### src/rtl/sound_pkg.sv
// Shared event/state types and oscillator divider codes for the sound sequencer.
package sound_pkg;

  typedef enum logic [1:0] {
    EvNone = 2'd0,
    EvGood = 2'd1,
    EvBad  = 2'd2,
    EvMove = 2'd3
  } event_e;

  typedef enum logic [1:0] {
    StIdle = 2'd0,
    StPlay = 2'd1,
    StGap  = 2'd2
  } state_e;

  localparam logic [7:0] DivGood = 8'd89;
  localparam logic [7:0] DivBad  = 8'd126;
  localparam logic [7:0] DivMove = 8'd149;

  // Divider code for an event; NONE maps to silence.
  function automatic logic [7:0] div_code(event_e ev);
    logic [7:0] code;
    code = 8'd0;
    case (ev)
      EvGood:  code = DivGood;
      EvBad:   code = DivBad;
      EvMove:  code = DivMove;
      default: code = 8'd0;
    endcase
    return code;
  endfunction

endpackage

### src/rtl/sound_fifo.sv
// Circular event FIFO with synchronous flush; a flush may carry a push that lands in slot 0.
module sound_fifo
  import sound_pkg::*;
#(
  parameter int unsigned DEPTH = 4
) (
  input  logic   clk,
  input  logic   nRst,
  input  logic   push,
  input  logic   pop,
  input  logic   flush,
  input  event_e data_in,
  output event_e data_out,
  output logic   empty,
  output logic   full
);

  localparam int unsigned AW = $clog2(DEPTH);
  localparam logic [AW:0] FullCount = (AW + 1)'(DEPTH);

  logic [AW-1:0] rptr_q, rptr_d;
  logic [AW-1:0] wptr_q, wptr_d;
  logic [AW:0]   count_q, count_d;
  logic [AW-1:0] waddr;
  logic          do_push;
  logic          do_pop;
  event_e        mem_q [DEPTH];

  assign empty    = (count_q == '0);
  assign full     = (count_q == FullCount);
  assign data_out = mem_q[rptr_q];

  // Pointer and occupancy next-state; flush restarts the ring at slot 0.
  always_comb begin
    rptr_d  = rptr_q;
    wptr_d  = wptr_q;
    count_d = count_q;
    do_push = push && (flush || !full);
    do_pop  = pop && !empty && !flush;
    waddr   = flush ? '0 : wptr_q;
    if (flush) begin
      rptr_d  = '0;
      wptr_d  = do_push ? AW'(1) : '0;
      count_d = do_push ? (AW + 1)'(1) : '0;
    end else begin
      if (do_push) wptr_d = wptr_q + 1'b1;
      if (do_pop)  rptr_d = rptr_q + 1'b1;
      case ({do_push, do_pop})
        2'b10:   count_d = count_q + 1'b1;
        2'b01:   count_d = count_q - 1'b1;
        default: count_d = count_q;
      endcase
    end
  end

  // Pointer and count registers.
  always_ff @(posedge clk or negedge nRst) begin
    if (!nRst) begin
      rptr_q  <= '0;
      wptr_q  <= '0;
      count_q <= '0;
    end else begin
      rptr_q  <= rptr_d;
      wptr_q  <= wptr_d;
      count_q <= count_d;
    end
  end

  // Storage; contents are only read when count says they are valid.
  always_ff @(posedge clk) begin
    if (do_push) mem_q[waddr] <= data_in;
  end

endmodule

### src/rtl/sound_event_sequencer.sv
// Queues game sound events and plays them one at a time as fixed-length tones
// separated by a silent gap; BAD pre-empts everything.
module sound_event_sequencer
  import sound_pkg::*;
#(
  parameter int unsigned DEPTH    = 4,
  parameter int unsigned DUR_GOOD = 20,
  parameter int unsigned DUR_BAD  = 50,
  parameter int unsigned DUR_MOVE = 5,
  parameter int unsigned GAP      = 2
) (
  input  logic       clk,
  input  logic       nRst,
  input  logic       enable_i,
  input  logic       goodColl_i,
  input  logic       badColl_i,
  input  logic       move_i,
  output logic [7:0] freq_o,
  output logic       playSound_o,
  output logic       busy_o,
  output logic       drop_o
);

  localparam int unsigned MaxA   = (DUR_GOOD > DUR_BAD) ? DUR_GOOD : DUR_BAD;
  localparam int unsigned MaxB   = (DUR_MOVE > GAP) ? DUR_MOVE : GAP;
  localparam int unsigned MaxDur = (MaxA > MaxB) ? MaxA : MaxB;
  localparam int unsigned CntW   = $clog2(MaxDur + 1);

  state_e          state_q, state_d;
  logic [CntW-1:0] cnt_q, cnt_d;
  logic [7:0]      freq_q, freq_d;
  logic            play_q, play_d;
  logic            drop_q, drop_d;

  event_e win;
  event_e fifo_out;
  logic   fifo_push, fifo_pop, fifo_flush;
  logic   fifo_empty, fifo_full;

  function automatic logic [CntW-1:0] dur_code(event_e ev);
    logic [CntW-1:0] d;
    d = '0;
    case (ev)
      EvGood:  d = CntW'(DUR_GOOD);
      EvBad:   d = CntW'(DUR_BAD);
      EvMove:  d = CntW'(DUR_MOVE);
      default: d = '0;
    endcase
    return d;
  endfunction

  sound_fifo #(
    .DEPTH(DEPTH)
  ) u_fifo (
    .clk      (clk),
    .nRst     (nRst),
    .push     (fifo_push),
    .pop      (fifo_pop),
    .flush    (fifo_flush),
    .data_in  (win),
    .data_out (fifo_out),
    .empty    (fifo_empty),
    .full     (fifo_full)
  );

  // Pick the single winning event this cycle: BAD > GOOD > MOVE.
  always_comb begin
    win = EvNone;
    if (badColl_i)       win = EvBad;
    else if (goodColl_i) win = EvGood;
    else if (move_i)     win = EvMove;
  end

  // Queue admission and note-playing FSM next-state.
  always_comb begin
    state_d    = state_q;
    cnt_d      = cnt_q;
    freq_d     = freq_q;
    play_d     = play_q;
    drop_d     = 1'b0;
    fifo_push  = 1'b0;
    fifo_pop   = 1'b0;
    fifo_flush = 1'b0;

    if (!enable_i) begin
      fifo_flush = 1'b1;
      state_d    = StIdle;
      cnt_d      = '0;
      freq_d     = 8'd0;
      play_d     = 1'b0;
    end else begin
      case (win)
        EvBad: begin
          fifo_flush = 1'b1;
          fifo_push  = 1'b1;
        end
        EvGood: begin
          if (fifo_full) drop_d = 1'b1;
          else           fifo_push = 1'b1;
        end
        EvMove: begin
          if (fifo_empty && (state_q == StIdle || state_q == StGap)) fifo_push = 1'b1;
        end
        default: ;
      endcase

      case (state_q)
        StIdle: begin
          // A same-edge BAD replaces the queue, so nothing is popped this edge.
          if (!fifo_empty && win != EvBad) begin
            fifo_pop = 1'b1;
            state_d  = StPlay;
            freq_d   = div_code(fifo_out);
            play_d   = 1'b1;
            cnt_d    = dur_code(fifo_out);
          end
        end
        StPlay: begin
          if (win == EvBad) begin
            state_d = StIdle;
            play_d  = 1'b0;
            freq_d  = 8'd0;
            cnt_d   = '0;
          end else if (cnt_q <= CntW'(1)) begin
            state_d = StGap;
            play_d  = 1'b0;
            freq_d  = 8'd0;
            cnt_d   = CntW'(GAP);
          end else begin
            cnt_d = cnt_q - 1'b1;
          end
        end
        StGap: begin
          if (cnt_q <= CntW'(1)) begin
            state_d = StIdle;
            cnt_d   = '0;
          end else begin
            cnt_d = cnt_q - 1'b1;
          end
        end
        default: begin
          state_d = StIdle;
          cnt_d   = '0;
          freq_d  = 8'd0;
          play_d  = 1'b0;
        end
      endcase
    end
  end

  // FSM state, duration counter and registered outputs.
  always_ff @(posedge clk or negedge nRst) begin
    if (!nRst) begin
      state_q <= StIdle;
      cnt_q   <= '0;
      freq_q  <= 8'd0;
      play_q  <= 1'b0;
      drop_q  <= 1'b0;
    end else begin
      state_q <= state_d;
      cnt_q   <= cnt_d;
      freq_q  <= freq_d;
      play_q  <= play_d;
      drop_q  <= drop_d;
    end
  end

  assign freq_o      = freq_q;
  assign playSound_o = play_q;
  assign drop_o      = drop_q;
  assign busy_o      = (state_q != StIdle) || !fifo_empty;

endmodule

### config.mk
export PLATFORM = sky130hd
export DESIGN_NAME = sound_event_sequencer
export DESIGN_NICKNAME = d
export VERILOG_FILES = /design/src/rtl/sound_pkg.sv /design/src/rtl/sound_fifo.sv /design/src/rtl/sound_event_sequencer.sv
export SDC_FILE = /design/constraint.sdc
export NUM_CORES = 1
export LEC_CHECK = 0
export ABC_AREA = 1
export BUFFER_PORTS_ARGS = -buffer_cell sky130_fd_sc_hd__buf_2
export CORE_MARGIN = 2
export CORE_UTILIZATION = 40
export DETAILED_ROUTE_END_ITERATION = 10
export GPL_ROUTABILITY_DRIVEN = 0
export PLACE_DENSITY_LB_ADDON = 0.25
export SLEW_MARGIN = 30
export SYNTH_ARGS = -nofsm -noshare
export SYNTH_HDL_FRONTEND = slang
export SYNTH_SLANG_ARGS = --single-unit
### constraint.sdc
create_clock -name clk -period 2.8 [get_ports clk]
set_clock_uncertainty 0.15 [all_clocks]
set_input_delay 0.7 -clock clk [delete_from_list [all_inputs] [get_ports clk]]
set_output_delay 0.7 -clock clk [all_outputs]
set_load 0.02 [all_outputs]
==> impl_metrics.env <==
export IMPL_fp_dieW_um=70.06
export IMPL_syn_nets=221
export IMPL_core_sq_um=4264
export IMPL_io_pins=17
export IMPL_ir_drop_mv=0.3452
export IMPL_critPathMaxStageDelay_ns=0.42
export IMPL_crit_path_frequent_cell="inv_1"
export IMPL_crit_arrival_ns=1.34
export IMPL_final_util_pct=45.89
export IMPL_crit_path_max_fanout=5
export IMPL_min_delay_path_class="in2async"
export IMPL_syn_avg_cell_area_sq_um=8.391
export IMPL_path_delay_family="buffers and inverters"
export IMPL_start_util_pct=40.93
export IMPL_fin_nets=242
export IMPL_area_delta_synth_final_pct=12.11
export IMPL_startpoint="state_q[1]"
export IMPL_drt_iter0_markers=84
export IMPL_clock_latency_ns=0.28
export IMPL_clkPwrFrac_pct=24.7
export IMPL_cap_violations=0
export IMPL_fin_crit_ns=2.191
export IMPL_cp_end_kind="output pin"
export IMPL_avgRoutedWirePerCell_um=11.56
export IMPL_cellPowerDensity_nw_per_um2=689.4
export IMPL_yosys_warnings=0
export IMPL_worst_pin_slew_ns=0.5224
export IMPL_post_place_ws_ns=0.3812
export IMPL_n_fill_cell=442
export IMPL_status="finished clean"
export IMPL_postCtsSetupBuffers=0
export IMPL_critPathKind="reg2out"
export IMPL_slew_violations=0
export IMPL_rows=24
export IMPL_synth_compound_area_share_pct=10.04
export IMPL_yosys_area_share_simple_pct=27.74
export IMPL_rsz0062_at_grt="false"
export IMPL_cp_depth=5
export IMPL_cts_clk_slew_worst_paths_ns=0.06
export IMPL_n_antenna_cell=0
export IMPL_hold_viol=0
export IMPL_synth_seq_cells=31
export IMPL_dr_pass1_iters=4
export IMPL_ant_nets=0
export IMPL_fmax_mhz=456.3
export IMPL_cts_root_buf="clkbuf_8"
export IMPL_cts_tree="built"
export IMPL_synth_top_family_by_area="simple AND/OR/NAND/NOR gates"
export IMPL_fin_crit_sh_pct=78.27
export IMPL_ys_seq_area_share_pct=46.74
export IMPL_synth_ff_type="dfrtp_1"
export IMPL_synth_adder_area_share_pct=5.448
export IMPL_num_vias=1374
export IMPL_combPwrFrac_pct=33.2
export IMPL_grt_total_usage_pct=15.04
export IMPL_whs_ns=0.2390
export IMPL_dieArea_sq_um=4908
export IMPL_cts_hold_buf=0
export IMPL_power_net_switching_uw=497.0
export IMPL_drive_above_1_share_pct=16.96
export IMPL_vias_per_cell=4.872
export IMPL_finalWorstSetupSlack_ns=0.6085
export IMPL_p_int_uw=852.2
export IMPL_p_sw_share_pct=36.84
export IMPL_cts_buffers=5
export IMPL_cp_start_kind="flip-flop"
export IMPL_yosysUniqueCellTypes=30
export IMPL_grt_pass1_wl_mm=5.823
export IMPL_path_cells="inv_1, nand2_2, inv_1, nand2_1, buf_2"
export IMPL_grt_pass1_vias=1344
export IMPL_ctsLongestPathBuffers=2
export IMPL_cp_data_required_time_ns=1.95
export IMPL_tns_ns=0
export IMPL_setup_viol=0
export IMPL_cts_num_sinks=31
export IMPL_die_y_um=70.06
export IMPL_rr_worst_depth=13
export IMPL_drc=0
export IMPL_portBuffers=16
export IMPL_seqPwrFrac_pct=42.2
export IMPL_htreeDepth=2
export IMPL_async_flop_share_pct=74.19
export IMPL_worst_path_max_delay_cell="dfrtp_1"
export IMPL_grt_start_max_net_pins=24
export IMPL_synth_xor_area_share_pct=2.509
export IMPL_synth_edf_count=8
export IMPL_synthMuxAreaShare_pct=0
export IMPL_wl_mm=3.260
export IMPL_slew_headroom_pct=65.17
export IMPL_reg2reg_from="u_fifo.count_q[0]"
export IMPL_syn_area_sq_um=1745
export IMPL_syn_inst=208
export IMPL_ctsResizeCount=0
export IMPL_grt_overflow=0
export IMPL_cp_num_buf_inv=3
export IMPL_dp_hpwl_mm=2.540
export IMPL_grt_antenna_before_repair=0
export IMPL_power_leakage_nw=1.008
power by group through the flow:
stage / logic [mW] / clock network (mW) / registers [mW]
6_report: 0.447 / 0.333 / 0.569
5_1_grt: 0.517 / 0.363 / 0.578
4_1_cts: 0.453 / 0.343 / 0.569
3_5_place_dp: 0.451 / 0 / 0.576
3_3_place_gp: 0.451 / 0 / 0.577
2_1_floorplan: 0.343 / 0 / 0.578
path summary, 6_finish.rpt:
| kind | endpoint | slack [ns] |
|---|---|---|
| max in group asynchronous | playSound_o | 1.91 |
| worst min register to register | playSound_o | 0.35 |
| min in group clk | playSound_o | 0.35 |
| worst max register to register | u_fifo.count_q[2] | 0.68 |
| worst min-delay path | u_fifo.count_q[1] | 0.24 |
| worst max-delay path | busy_o | 0.61 |
layout by cell type (no fill, tap or decap), drive strengths merged, types with 8 or more instances in the layout:
cell type and n:
a21oi 9, dfrtp 23, o21ai 16, edfxtp 8
nand3 12, nor2 25, nand2 53, inv 31
buf 16
cell families (layout without fill, tap and decap cells):
group | Yosys count | in the layout
fa+ha+maj | 7 | 7
xor+xnor | 5 | 5
flops | 31 | 31
buf+inv | 33 | 55
simple gates | 100 | 100
compound gates | 32 | 32
synth_stat cells (4+ instances only):
master | instances | area, sq um
inv_1 | 28 | 105.1
dfrtp_1 | 23 | 575.6
nor3_1 | 5 | 25.02
a21oi_1 | 9 | 45.04
ha_1 | 6 | 75.07
nand3_1 | 9 | 45.04
nor2_1 | 22 | 82.58
edfxtp_1 | 8 | 240.2
nand2_1 | 48 | 180.2
nand2_2 | 4 | 25.02
o21ai_0 | 15 | 75.07
routing by layer:
metal	vias to the layer above	GRT usage (%)	share of wire, %
met5	-	0	0
met4	0	7.692	2.0
met3	6	4.473	5.0
met2	32	23.60	43
met1	618	18.74	49
li1	718	-	-
flip-flops by register name, summed over array words and instances (netlist names):
| name | cells |
|---|---|
| state_q | 2 |
| playSound_o | 1 |
| drop_o | 1 |
| u_fifo.mem_q | 8 |
| freq_o | 6 |
| u_fifo.count_q | 3 |
| cnt_q | 6 |
| u_fifo.rptr_q | 2 |
| u_fifo.wptr_q | 2 |
through the flow:
step	cells	instance area, sq um	power (mW)
4_1_cts	282	1957	1.365
3_5_place_dp	274	1876	1.027
3_3_place_gp	274	1876	1.028
5_1_grt	282	1957	1.457
6_report	282	1957	1.349
2_1_floorplan	208	1745	0.9214
layout make-up:
cell class              count  area (sq um)  area share, %
repair buffers             16         80.08          4.092
clock buffers               7         76.32          3.900
clock inverters             1         5.005         0.2558
multi-input cells         144         798.3          40.79
flip-flops and latches     31         815.8          41.69
well taps                  52         65.06          3.325
inverters                  31         116.4          5.946
No activity file was read; power rests on OpenSTA's default activity.
